**config.mk**
```make
export PLATFORM = sky130hd
export DESIGN_NAME = dcache_write_buffer
export DESIGN_NICKNAME = d
export VERILOG_FILES = /design/src/rtl/dcache_write_buffer.sv
export SDC_FILE = /design/constraint.sdc
export NUM_CORES = 1
export LEC_CHECK = 0
export ABC_AREA = 0
export CORE_UTILIZATION = 50
export CTS_BUF_LIST = sky130_fd_sc_hd__clkbuf_8
export DETAILED_ROUTE_END_ITERATION = 8
export HOLD_SLACK_MARGIN = 0.1
export PLACE_DENSITY = 0.7
export REMOVE_ABC_BUFFERS = 1
export SLEW_MARGIN = 20
export SYNTH_ARGS = -nofsm -noshare
export SYNTH_HDL_FRONTEND = slang
export SYNTH_SLANG_ARGS = --single-unit
```
**constraint.sdc**
```tcl
create_clock -name clock -period 38.4 [get_ports clock]
set_input_delay 11.52 -clock clock [delete_from_list [all_inputs] [get_ports clock]]
set_output_delay 11.52 -clock clock [all_outputs]
set_load 0.02 [all_outputs]
```
**src/rtl/dcache_write_buffer.sv**
```systemverilog
// dcache_write_buffer
//
// Retired-store write buffer between the store queue / ROB retire path and the
// memory bus. Each retired store is captured into a DEPTH-entry FIFO and
// drained in order, so store retirement never waits on memory latency. Loads
// look the buffer up combinationally and get byte-wise forwarding from pending
// stores (youngest store wins per byte lane).
//
// Optional feature macro: WB_COALESCE_EN. When defined, a store to the same
// word as the youngest pending entry merges into it instead of allocating,
// provided that entry is not the head currently on the bus and the merged
// byte mask is still a legal BYTE/HALF/WORD pattern.
//
// Ports:
//   clock                 system clock, posedge
//   reset                 asynchronous, active-high; clears all state
//   proc2dcache_req_store store request {action, addr, data, size}
//   ld_addr               word address of the executing load
//   ld_fwd_value          forwarded bytes, lane-aligned (zero in unmatched lanes)
//   ld_fwd_mask           lanes valid in ld_fwd_value
//   wb_full / wb_empty    occupancy flags (count==DEPTH / count==0)
//   overflow_err          sticky: a push was dropped because the buffer was full
//   proc2mem_command      BUS_STORE while a drain is outstanding, else BUS_NONE
//   proc2mem_addr/data/size  drained store, data right-aligned
//   mem2proc_response     nonzero = command accepted this cycle
//   dbg_state             drain FSM state
//
// Bus handshake: proc2mem_command==BUS_STORE acts as "valid" and a nonzero
// mem2proc_response acts as "ready". While valid is high, addr/data/size are
// held stable; the transfer happens on the clock edge where both are high,
// and only then is the head entry popped.

`ifndef XLEN
`define XLEN 32
`endif

package dcache_wb_pkg;
  typedef enum logic [1:0] {BYTE = 2'h0, HALF = 2'h1, WORD = 2'h2, DOUBLE = 2'h3} MEM_SIZE;
  typedef enum logic [1:0] {BUS_NONE = 2'h0, BUS_LOAD = 2'h1, BUS_STORE = 2'h2} BUS_COMMAND;
  typedef enum logic [1:0] {REQ_NONE = 2'h0, REQ_LOAD = 2'h1, REQ_STORE = 2'h2} PROC2DCACHE_ACTION;

  typedef struct packed {
    PROC2DCACHE_ACTION action;
    logic [`XLEN-1:0]  addr;
    logic [`XLEN-1:0]  data;
    MEM_SIZE           size;
  } PROC2DCACHE_REG;

  typedef enum logic {WB_IDLE = 1'b0, WB_REQ = 1'b1} wb_state_e;
endpackage

module dcache_write_buffer
  import dcache_wb_pkg::*;
#(
  parameter int DEPTH = 4
) (
  input  logic                clock,
  input  logic                reset,
  input  PROC2DCACHE_REG      proc2dcache_req_store,
  input  logic [`XLEN-3:0]    ld_addr,
  output logic [`XLEN-1:0]    ld_fwd_value,
  output logic [3:0]          ld_fwd_mask,
  output logic                wb_full,
  output logic                wb_empty,
  output logic                overflow_err,
  output BUS_COMMAND          proc2mem_command,
  output logic [`XLEN-1:0]    proc2mem_addr,
  output logic [`XLEN-1:0]    proc2mem_data,
  output MEM_SIZE             proc2mem_size,
  input  logic [3:0]          mem2proc_response,
  output wb_state_e           dbg_state
);

  localparam int PTR_W = $clog2(DEPTH + 1);
  localparam int IDX_W = (DEPTH > 1) ? $clog2(DEPTH) : 1;
  localparam int WA_W  = `XLEN - 2;

  typedef struct packed {
    logic             valid;
    logic [WA_W-1:0]  waddr;
    logic [3:0]       mask;
    logic [`XLEN-1:0] data;   // lane-aligned, unmasked lanes are zero
  } wb_entry_t;

  function automatic logic [PTR_W-1:0] ptr_inc(input logic [PTR_W-1:0] p);
    return (p == PTR_W'(DEPTH - 1)) ? '0 : p + PTR_W'(1);
  endfunction

  function automatic logic [IDX_W-1:0] idx(input logic [PTR_W-1:0] p);
    return p[IDX_W-1:0];
  endfunction

  function automatic logic [`XLEN-1:0] lane_bits(input logic [3:0] m);
    return `XLEN'({{8{m[3]}}, {8{m[2]}}, {8{m[1]}}, {8{m[0]}}});
  endfunction

  function automatic logic mask_legal(input logic [3:0] m);
    case (m)
      4'b0001, 4'b0010, 4'b0100, 4'b1000,
      4'b0011, 4'b0110, 4'b1100, 4'b1111: return 1'b1;
      default:                            return 1'b0;
    endcase
  endfunction

  // State
  wb_entry_t        mem   [DEPTH];
  wb_entry_t        mem_n [DEPTH];
  logic [PTR_W-1:0] head, tail, count;
  logic [PTR_W-1:0] head_n, tail_n, count_n;
  wb_state_e        state;

  // Request decode
  logic             push_req;
  logic [1:0]       req_off;
  logic [3:0]       req_mask;
  logic [`XLEN-1:0] req_lanes;
  logic [`XLEN-1:0] req_data;
  logic [WA_W-1:0]  req_waddr;

  assign push_req  = (proc2dcache_req_store.action == REQ_STORE);
  assign req_off   = proc2dcache_req_store.addr[1:0];
  assign req_waddr = proc2dcache_req_store.addr[`XLEN-1:2];

  always_comb begin
    req_mask = 4'b1111;
    case (proc2dcache_req_store.size)
      BYTE:    req_mask = 4'b0001 << req_off;
      HALF:    req_mask = 4'b0011 << req_off;
      default: req_mask = 4'b1111;
    endcase
  end

  assign req_lanes = lane_bits(req_mask);
  assign req_data  = (proc2dcache_req_store.data << {req_off, 3'b000}) & req_lanes;

  logic accept;
  logic merge_ok;
  logic alloc;
  logic drop;

  assign accept = (state == WB_REQ) && (mem2proc_response != 4'd0);

`ifdef WB_COALESCE_EN
  logic [PTR_W-1:0] young_ptr;
  wb_entry_t        young_ent;
  logic [3:0]       merge_mask;
  logic [`XLEN-1:0] merge_data;

  assign young_ptr  = (tail == '0) ? PTR_W'(DEPTH - 1) : tail - PTR_W'(1);
  assign young_ent  = mem[idx(young_ptr)];
  assign merge_mask = young_ent.mask | req_mask;
  assign merge_data = (young_ent.data & ~req_lanes) | req_data;
  // With a single entry in REQ the youngest entry is the one on the bus; its
  // outputs are frozen, so it must not change underneath the handshake.
  assign merge_ok   = push_req && (count != '0) && young_ent.valid &&
                      (young_ent.waddr == req_waddr) &&
                      !((state == WB_REQ) && (count == PTR_W'(1))) &&
                      mask_legal(merge_mask);
`else
  assign merge_ok = 1'b0;
`endif

  // Full check uses the registered count: a pop in the same cycle does not
  // make room, matching what the ROB saw on wb_full.
  assign alloc = push_req && !merge_ok && (count != PTR_W'(DEPTH));
  assign drop  = push_req && !merge_ok && (count == PTR_W'(DEPTH));

  // Next-cycle FIFO contents, so the drain FSM can load the bus registers
  // straight from whichever entry will be the head next cycle (including a
  // store pushed this very cycle).
  always_comb begin
    mem_n   = mem;
    head_n  = head;
    tail_n  = tail;
    if (accept) begin
      mem_n[idx(head)].valid = 1'b0;
      head_n = ptr_inc(head);
    end
`ifdef WB_COALESCE_EN
    if (merge_ok) begin
      mem_n[idx(young_ptr)].mask = merge_mask;
      mem_n[idx(young_ptr)].data = merge_data;
    end
`endif
    if (alloc) begin
      mem_n[idx(tail)] = '{valid: 1'b1, waddr: req_waddr, mask: req_mask, data: req_data};
      tail_n = ptr_inc(tail);
    end
    count_n = count + PTR_W'(alloc) - PTR_W'(accept);
  end

  // Drained size/offset are recovered from the byte mask.
  logic [1:0]       nxt_off;
  MEM_SIZE          nxt_size;
  logic [3:0]       nxt_mask;
  logic [`XLEN-1:0] nxt_addr;
  logic [`XLEN-1:0] nxt_data;

  assign nxt_mask = mem_n[idx(head_n)].mask;

  always_comb begin
    nxt_off  = 2'd0;
    nxt_size = WORD;
    case (nxt_mask)
      4'b0001: begin nxt_size = BYTE; nxt_off = 2'd0; end
      4'b0010: begin nxt_size = BYTE; nxt_off = 2'd1; end
      4'b0100: begin nxt_size = BYTE; nxt_off = 2'd2; end
      4'b1000: begin nxt_size = BYTE; nxt_off = 2'd3; end
      4'b0011: begin nxt_size = HALF; nxt_off = 2'd0; end
      4'b0110: begin nxt_size = HALF; nxt_off = 2'd1; end
      4'b1100: begin nxt_size = HALF; nxt_off = 2'd2; end
      default: begin nxt_size = WORD; nxt_off = 2'd0; end
    endcase
  end

  assign nxt_addr = {mem_n[idx(head_n)].waddr, nxt_off};
  assign nxt_data = mem_n[idx(head_n)].data >> {nxt_off, 3'b000};

  // FIFO registers and drain FSM with registered bus outputs.
  always_ff @(posedge clock or posedge reset) begin
    if (reset) begin
      for (int i = 0; i < DEPTH; i++) mem[i] <= '0;
      head             <= '0;
      tail             <= '0;
      count            <= '0;
      overflow_err     <= 1'b0;
      state            <= WB_IDLE;
      proc2mem_command <= BUS_NONE;
      proc2mem_addr    <= '0;
      proc2mem_data    <= '0;
      proc2mem_size    <= BYTE;
    end else begin
      for (int i = 0; i < DEPTH; i++) mem[i] <= mem_n[i];
      head  <= head_n;
      tail  <= tail_n;
      count <= count_n;
      if (drop) overflow_err <= 1'b1;

      case (state)
        WB_IDLE: begin
          if (count_n != '0) begin
            state            <= WB_REQ;
            proc2mem_command <= BUS_STORE;
            proc2mem_addr    <= nxt_addr;
            proc2mem_data    <= nxt_data;
            proc2mem_size    <= nxt_size;
          end
        end
        WB_REQ: begin
          // Outputs hold until the memory accepts.
          if (accept) begin
            if (count_n != '0) begin
              proc2mem_command <= BUS_STORE;
              proc2mem_addr    <= nxt_addr;
              proc2mem_data    <= nxt_data;
              proc2mem_size    <= nxt_size;
            end else begin
              state            <= WB_IDLE;
              proc2mem_command <= BUS_NONE;
              proc2mem_addr    <= '0;
              proc2mem_data    <= '0;
              proc2mem_size    <= BYTE;
            end
          end
        end
        default: state <= WB_IDLE;
      endcase
    end
  end

  // Load forwarding: walk slots oldest to youngest starting at head so a
  // younger match overwrites an older one lane by lane.
  logic [PTR_W:0] fwd_slot;
  wb_entry_t      fwd_ent;

  always_comb begin
    ld_fwd_value = '0;
    ld_fwd_mask  = 4'b0000;
    fwd_slot     = '0;
    fwd_ent      = '0;
    for (int k = 0; k < DEPTH; k++) begin
      fwd_slot = {1'b0, head} + (PTR_W + 1)'(k);
      if (fwd_slot >= (PTR_W + 1)'(DEPTH)) fwd_slot = fwd_slot - (PTR_W + 1)'(DEPTH);
      fwd_ent = mem[fwd_slot[IDX_W-1:0]];
      for (int j = 0; j < 4; j++) begin
        if (fwd_ent.valid && (fwd_ent.waddr == ld_addr) && fwd_ent.mask[j]) begin
          ld_fwd_mask[j]        = 1'b1;
          ld_fwd_value[8*j +: 8] = fwd_ent.data[8*j +: 8];
        end
      end
    end
  end

  assign wb_full   = (count == PTR_W'(DEPTH));
  assign wb_empty  = (count == '0);
  assign dbg_state = state;

endmodule
```
==> impl_metrics.tcl, run 1 <==
set metrics [dict create \
    remaining_drc_errors 0 \
    post_synth_instance_area_um2 26200 \
    die_h_um 231 \
    utilization_pct 58.1 \
    setup_repair_after_global_routing_missed_its_margin "no" \
    route.detailed.vias_per_inst 6.76 \
    timing.critical_path.to_type "primary output" \
    placement.io_buffers 210 \
    first_global_vias 22600 \
    timing.hold.worst.class "reg2reg" \
    timing.critical_path.required_ps 26880 \
    track_usage_pct 34.2 \
    post_dp_cell_area_um2 28500 \
    worst_clock_skew_ps 30.8 \
    crit_family "simple AND/OR/NAND/NOR gates" \
    fp.coreArea_um2 51500 \
    cts_inserted_buffers 67 \
    route.detailed.wl_per_inst_um 26.7 \
    drv.max_cap_violation_count 0 \
    vdd_drop_max_mv 0.0956 \
    post-dp-hpwl_um 61400 \
    initial_core_utilization_pct 50.8 \
    critical_path.slowest_cell "nand4_1" \
    critical_path.startpoint_type "primary input" \
    detailedPlace.worstSlack_ps 10990 \
    r2r.worst_path.cells 12 \
    post-route-min-period_ps 27580 \
    synthesized_area_divided_by_synthesized_cell_count_um2 10.2 \
    seq_area_frac_synth_pct 33.1 \
    critPathLaunch "ld_addr[10]" \
    clk_latency_ps 690 \
    worst-r2r-setup-slack_ps 32170 \
    antenna_left 0 \
    synth_cells 2572 \
    multi_input_comb_area_um2 16400 \
    min_period_over_period_pct 71.8 \
    ctsLongestPathBuffers 3 \
    hold-path-cell-count 2 \
    fin_hold_ws_ps 475 \
    min_to "proc2mem_command[1]" \
    worstReg2RegStart "head[0]" \
    cts_hold_buffers 0 \
    dieArea_um2 53300 \
    synth_async_sr_flop_share_pct 100 \
    clkSlewWorstSetupHoldPaths_ps 60 \
    status "complete, no violations" \
    grt_pass1_wl_um 138000 \
    htree_levels 3 \
    worstMarginPinSlew_ps 1100 \
    crit_path_cell_trace "clkdlybuf4s50_1, inv_1, a22o_1, a2111oi_1, nor2_1, nor4_2, nand4_1, a221oi_1, a2bb2oi_1, clkdlybuf4s50_1" \
    synth-warning-count 0 \
    grt_start_max_net_pins 142 \
    cts-root-buf "clkbuf_8" \
    cts_tree "built" \
    io-pin-count 212 \
    fmax_ghz 0.0363 \
    report.final.hold_viol_count 0 \
    total_routed_length_um 90800 \
    post_cts.repair.setup_buffers 0 \
    postSynth.topFlopCell "dfrtp_1" \
    place.gp.congestion 1.01 \
    fin_ws_ps 10820 \
    clock_sink_total 346 \
    gr-total-overflow 0 \
    fin_area_um2 29900 \
    p_leak_nw 12.3 \
    critical-path-top-cell-by-count "clkdlybuf4s50_1" \
    area.sequential_um2 8670 \
    yosysUniqueCellTypes 77 \
    setup_viol 0 \
    path_max_fanout 13 \
    drtPass1Iterations 6 \
    syn2layout_area_growth_pct 14.3 \
    worst-setup-path-type "in2out" \
    synth_edf_count 0 \
    cp_num_buf_inv 3 \
    worst-endpoint-arrival_ps 16060 \
    rows 83 \
    final.fill_count 4392 \
    detailroute.via_count 23000 \
    die_x_um 231 \
    power-per-cell-area_nw_per_um2 103 \
    critical-path-max-stage-delay_ps 770 \
    nNetsFinal 2783 \
    reg2reg_to "proc2mem_data[30]" \
    cts-resized-gates 0 \
    antenna_found_initial 2 \
    worst_hold_startpoint "proc2mem_command[1]" \
    slew_hr_pct 26.6 \
    timing_max_transition_violations_final 0 \
    totalNegativeSetupSlack_ps 0 \
    iteration_0_drc_markers 2473 \
    final_layout_size_suffix_gt1_share_pct 20.4 \
    ys_seq_elements 346 \
]
power breakdown:
| part | total (mW) | switching, mW | leakage, nW | internal (mW) |
|---|---|---|---|---|
| sequential | 0.738 | 0.207 | 4.41 | 0.531 |
| clock | 0.403 | 0.175 | 0.804 | 0.228 |
| combinational | 1.95 | 1.06 | 7.08 | 0.888 |
| total | 3.09 | 1.44 | 12.3 | 1.65 |
routing by layer:
layer	routed length (um)	GRT usage [%]	part of all wire, %	vias to the layer above
li1	-	-	-	9737
met1	34300	43.8	38	11600
met2	44100	56.2	49	1353
met3	8260	6.62	9.1	258
met4	4040	14.9	4.5	0
met5	0	0	0	-
flip-flops by register name, indices dropped and copies added (netlist names):
| register | flops |
|---|---|
| head | 3 |
| proc2mem_size | 2 |
| proc2mem_command | 1 |
| proc2mem_addr | 32 |
| count | 3 |
| proc2mem_data | 32 |
| dbg_state | 1 |
| mem | 268 |
| tail | 3 |
| overflow_err | 1 |
area by class of cell:
class,instances,area share (%)
multi-input combinational,1963,54.7
sequential,346,29.0
timing repair buffer,247,8.11
clock buffer,86,3.95
tap,680,2.84
clock inverter,32,0.832
inverter,43,0.564
antenna,1,0.00836
synth_stat cells, types with 12 or more instances:
master	number	area share, %
a21bo_2	14	0.54
a21o_1	17	0.49
a21oi_1	49	0.94
a221oi_1	27	0.90
a2bb2oi_1	12	0.40
a311oi_1	29	0.97
a31oi_1	33	0.79
buf_1	32	0.46
buf_2	45	0.86
clkbuf_1	117	1.7
dfrtp_1	346	33
inv_1	39	0.56
mux2_2	114	4.9
mux2i_1	137	5.2
mux4_2	244	21
nand2_1	598	8.6
nand2b_1	19	0.45
nand3_1	50	0.96
nand4_1	27	0.64
nor2_1	95	1.4
nor3_1	15	0.29
o211ai_1	15	0.43
o21a_1	14	0.40
o21ai_0	170	3.2
o221ai_1	19	0.64
o22a_1	22	0.74
xnor2_1	102	3.4
metrics by stage:
| step | instances | power [mW] |
|---|---|---|
| floorplan | 2352 | 2.27 |
| global placement | 3278 | 2.60 |
| detailed placement | 3278 | 2.65 |
| CTS | 3396 | 3.07 |
| global route | 3397 | 3.25 |
| finish | 3398 | 3.09 |
placed cells by master (no fill, tap or decap), types with 6 or more instances in the layout:
cell type	Yosys	routed
o21a_1	14	13
a21o_1	17	17
a21bo_2	14	14
o31ai_1	8	8
dfrtp_1	346	344
a311oi_1	29	29
nand4_1	27	27
mux2i_1	137	137
clkbuf_8	0	86
nand3_1	50	50
xnor2_1	102	102
o22a_1	22	22
nor4_2	9	9
a211oi_1	11	11
o211ai_1	15	15
nor3_1	15	15
a21oi_1	49	47
inv_1	39	59
o221ai_1	19	19
clkdlybuf4s50_1	0	210
nand2b_1	19	19
xor2_1	8	8
nor2b_1	6	6
ha_1	10	9
or2_2	7	7
mux4_2	244	244
a221oi_1	27	27
mux2_2	114	114
nor2_1	95	90
o21ai_0	170	170
a2bb2oi_1	12	12
a31oi_1	33	33
nand2_1	598	598
buf_4	10	33
nor4_1	7	7
logic make-up after synthesis:
logic type	count (synthesis)	share of synthesized area, %
AND/OR/NAND/NOR	872	14.6
buffers and inverters	263	4.69
adder cells (fa/ha/maj)	11	0.554
AO/OA/AOI/OAI	473	12.2
multiplexers	496	31.2
flip-flops	346	33.1
XOR/XNOR	110	3.68
other	1	0.0143
worst min-delay path, cell delays in order, from the launching register on:
cell and delay [ps]:
dfrtp_1 340, nand2_1 50, nand2_1 60
how the worst max path moves through the flow:
| stage | slack, ps | to | cells past startpoint |
|---|---|---|---|
| after floorplan | 8800 | ld_fwd_value[13] | 10 |
| after global placement | 11010 | ld_fwd_value[31] | 10 |
| after detailed placement | 10990 | ld_fwd_value[24] | 10 |
| after CTS | 10940 | ld_fwd_value[26] | 10 |
| after global routing | 10560 | ld_fwd_value[27] | 10 |
| final | 10820 | ld_fwd_value[26] | 10 |
Note: power is estimated with default switching activity, not from simulation.
==> run 2: changes to the inputs <==
- PLACE_DENSITY: 0.7 -> 0.73
- clock period: 38.4 -> 22.8 ns (I/O delays scaled with it)
==> run 2 against run 1 <==
  * Sequential share of layout area up 0.19 points
  * Non-clock buffer count down 3
  * First-iteration DRC count up 6.8%
  * Core utilization down 0.37 points
  * Largest power group unchanged
  * Sequential cell count unchanged
  * Global-route usage down 0.38 points
==> impl_metrics.tcl, run 2 (same netlist as run 1, synthesis figures left out) <==
set metrics [dict create \
    totalPowerFinal_mw 5.10 \
    clkSlewWorstSetupHoldPaths_ps 60 \
    worst_clock_skew_ps 36.1 \
    total_routed_length_um 90000 \
    power.internal_mw 2.72 \
    route.detailed.vias_per_inst 6.80 \
    r2r.worst_path.cells 12 \
    route.detailed.wl_per_inst_um 26.6 \
    final.fill_count 4351 \
    remaining_drc_errors 0 \
    totalNegativeSetupSlack_ps 0 \
    die_h_um 231 \
    report.final.hold_viol_count 0 \
    p_leak_nw 12.2 \
    fmax_ghz 0.0541 \
    grt_pass1_wl_um 137000 \
    grt_start_max_net_pins 140 \
    regs_by_ff_count "mem: 268 flops, proc2mem_addr: 32 flops, proc2mem_data: 32 flops" \
    p_clk_share_pct 11.9 \
    power.share.switching_pct 46.8 \
    drtPass1Iterations 6 \
    gr-total-overflow 0 \
    post-place-cells 3275 \
    critPathLaunch "ld_addr[10]" \
    final_layout_size_suffix_gt1_share_pct 20.2 \
    timing.critical_path.to_type "primary output" \
    fin_hold_ws_ps 471 \
    cts_hold_buffers 0 \
    p_switching_mw 2.39 \
    htree_levels 2 \
    timing.hold.worst.class "reg2reg" \
    setup_viol 0 \
    path_max_fanout 13 \
    power-per-cell-area_nw_per_um2 172 \
    clk_latency_ps 700 \
    worst-endpoint-arrival_ps 11660 \
    top_register "mem" \
    first_global_vias 23000 \
    die_x_um 231 \
    vdd_drop_max_mv 0.183 \
    track_usage_pct 33.8 \
    timing_max_transition_violations_final 0 \
    rows 83 \
    setup_repair_after_global_routing_missed_its_margin "no" \
    drv.max_cap_violation_count 0 \
    cts_inserted_buffers 61 \
    io-pin-count 212 \
    post_layout_nonfiller_instances 3387 \
    status "complete, no violations" \
    power.combinational.fraction_pct 63.8 \
    cts-resized-gates 0 \
    reg2reg_to "proc2mem_data[31]" \
    dieArea_um2 53300 \
    worstReg2RegStart "head[0]" \
    min_period_over_period_pct 81.1 \
    fin_area_um2 29700 \
    worst_hold_startpoint "overflow_err" \
    worst-setup-path-type "in2out" \
    nNetsFinal 2774 \
    placement.io_buffers 210 \
    post_dp_cell_area_um2 28400 \
    ctsLongestPathBuffers 3 \
    final_cell_mix "nand2_1 (598), dfrtp_1 (344), mux4_2 (244), clkdlybuf4s50_1 (210), o21ai_0 (170)" \
    min_to "overflow_err" \
    critical_path.startpoint_type "primary input" \
    worstMarginPinSlew_ps 1110 \
    layout.cells.most_common "nand2_1" \
    antenna_found_initial 4 \
    seq_power_share_pct 24.3 \
    slew_hr_pct 25.7 \
    clock_sink_total 346 \
    worst-r2r-setup-slack_ps 16870 \
    cts_tree "built" \
    post_cts.repair.setup_buffers 0 \
    largest_reg_flops 268 \
    fp.coreArea_um2 51500 \
    iteration_0_drc_markers 2641 \
    initial_core_utilization_pct 50.8 \
    hold-path-cell-count 1 \
    post-dp-hpwl_um 60400 \
    detailroute.via_count 23000 \
    cts-root-buf "clkbuf_8" \
    antenna_left 0 \
    post-route-min-period_ps 18500 \
    place.gp.congestion 0.978 \
    timing.critical_path.required_ps 15960 \
    syn2layout_area_growth_pct 13.6 \
]
==> run 2: worst max-delay path: stages <==
cell and delay [ps]:
clkdlybuf4s50_1 640, inv_1 100, a22o_1 220, a2111oi_1 920, a32oi_1 210, buf_4 270
nor4_2 300, nand4_1 660, a221oi_1 460, a2bb2oi_1 330, clkdlybuf4s50_1 680
==> run 2: worst max-delay path by stage <==
stage	end	slack [ps]
final	ld_fwd_value[24]	4300
after global placement	ld_fwd_value[4]	4610
after global routing	ld_fwd_value[24]	4140
after floorplan	proc2mem_data[10]	-3290
after detailed placement	ld_fwd_value[24]	4530
after CTS	ld_fwd_value[24]	4480
==> run 2: metal layers <==
layer  track usage, %  vias to the layer above  share of wire, %
li1                 -                     9736                 -
met1             42.7                    11500                37
met2             54.0                     1443                47
met3             7.04                      296                10
met4             19.0                        4               5.8
met5                0                        -             0.018
==> run 2: area by class of cell <==
| cell class | count | area, um2 | share of cell area (%) |
|---|---|---|---|
| well taps | 680 | 851 | 2.86 |
| flip-flops and latches | 346 | 8670 | 29.1 |
| clock inverters | 33 | 220 | 0.740 |
| inverters | 43 | 169 | 0.568 |
| multi-input cells | 1963 | 16400 | 55.1 |
| repair buffers | 244 | 2410 | 8.10 |
| diodes | 3 | 7.51 | 0.0252 |
| clock buffers | 75 | 1030 | 3.47 |
==> run 2: stage by stage <==
| step | utilization, % | worst slack, ps |
|---|---|---|
| 6_report | 57.7 | 4300 |
| 3_5_place_dp | 55.2 | 4530 |
| 4_1_cts | 57.7 | 4480 |
| 3_3_place_gp | 55.2 | 4610 |
| 2_1_floorplan | - | -3290 |
| 5_1_grt | 57.7 | 4140 |
==> run 2: power groups by stage <==
stage / combinational [mW] / clock (mW) / sequential, mW
after detailed placement: 3.21 / 0 / 1.23
after CTS: 3.23 / 0.614 / 1.23
after global placement: 3.14 / 0 / 1.20
final: 3.26 / 0.609 / 1.24
after floorplan: 2.55 / 0 / 1.28
after global routing: 3.47 / 0.642 / 1.28
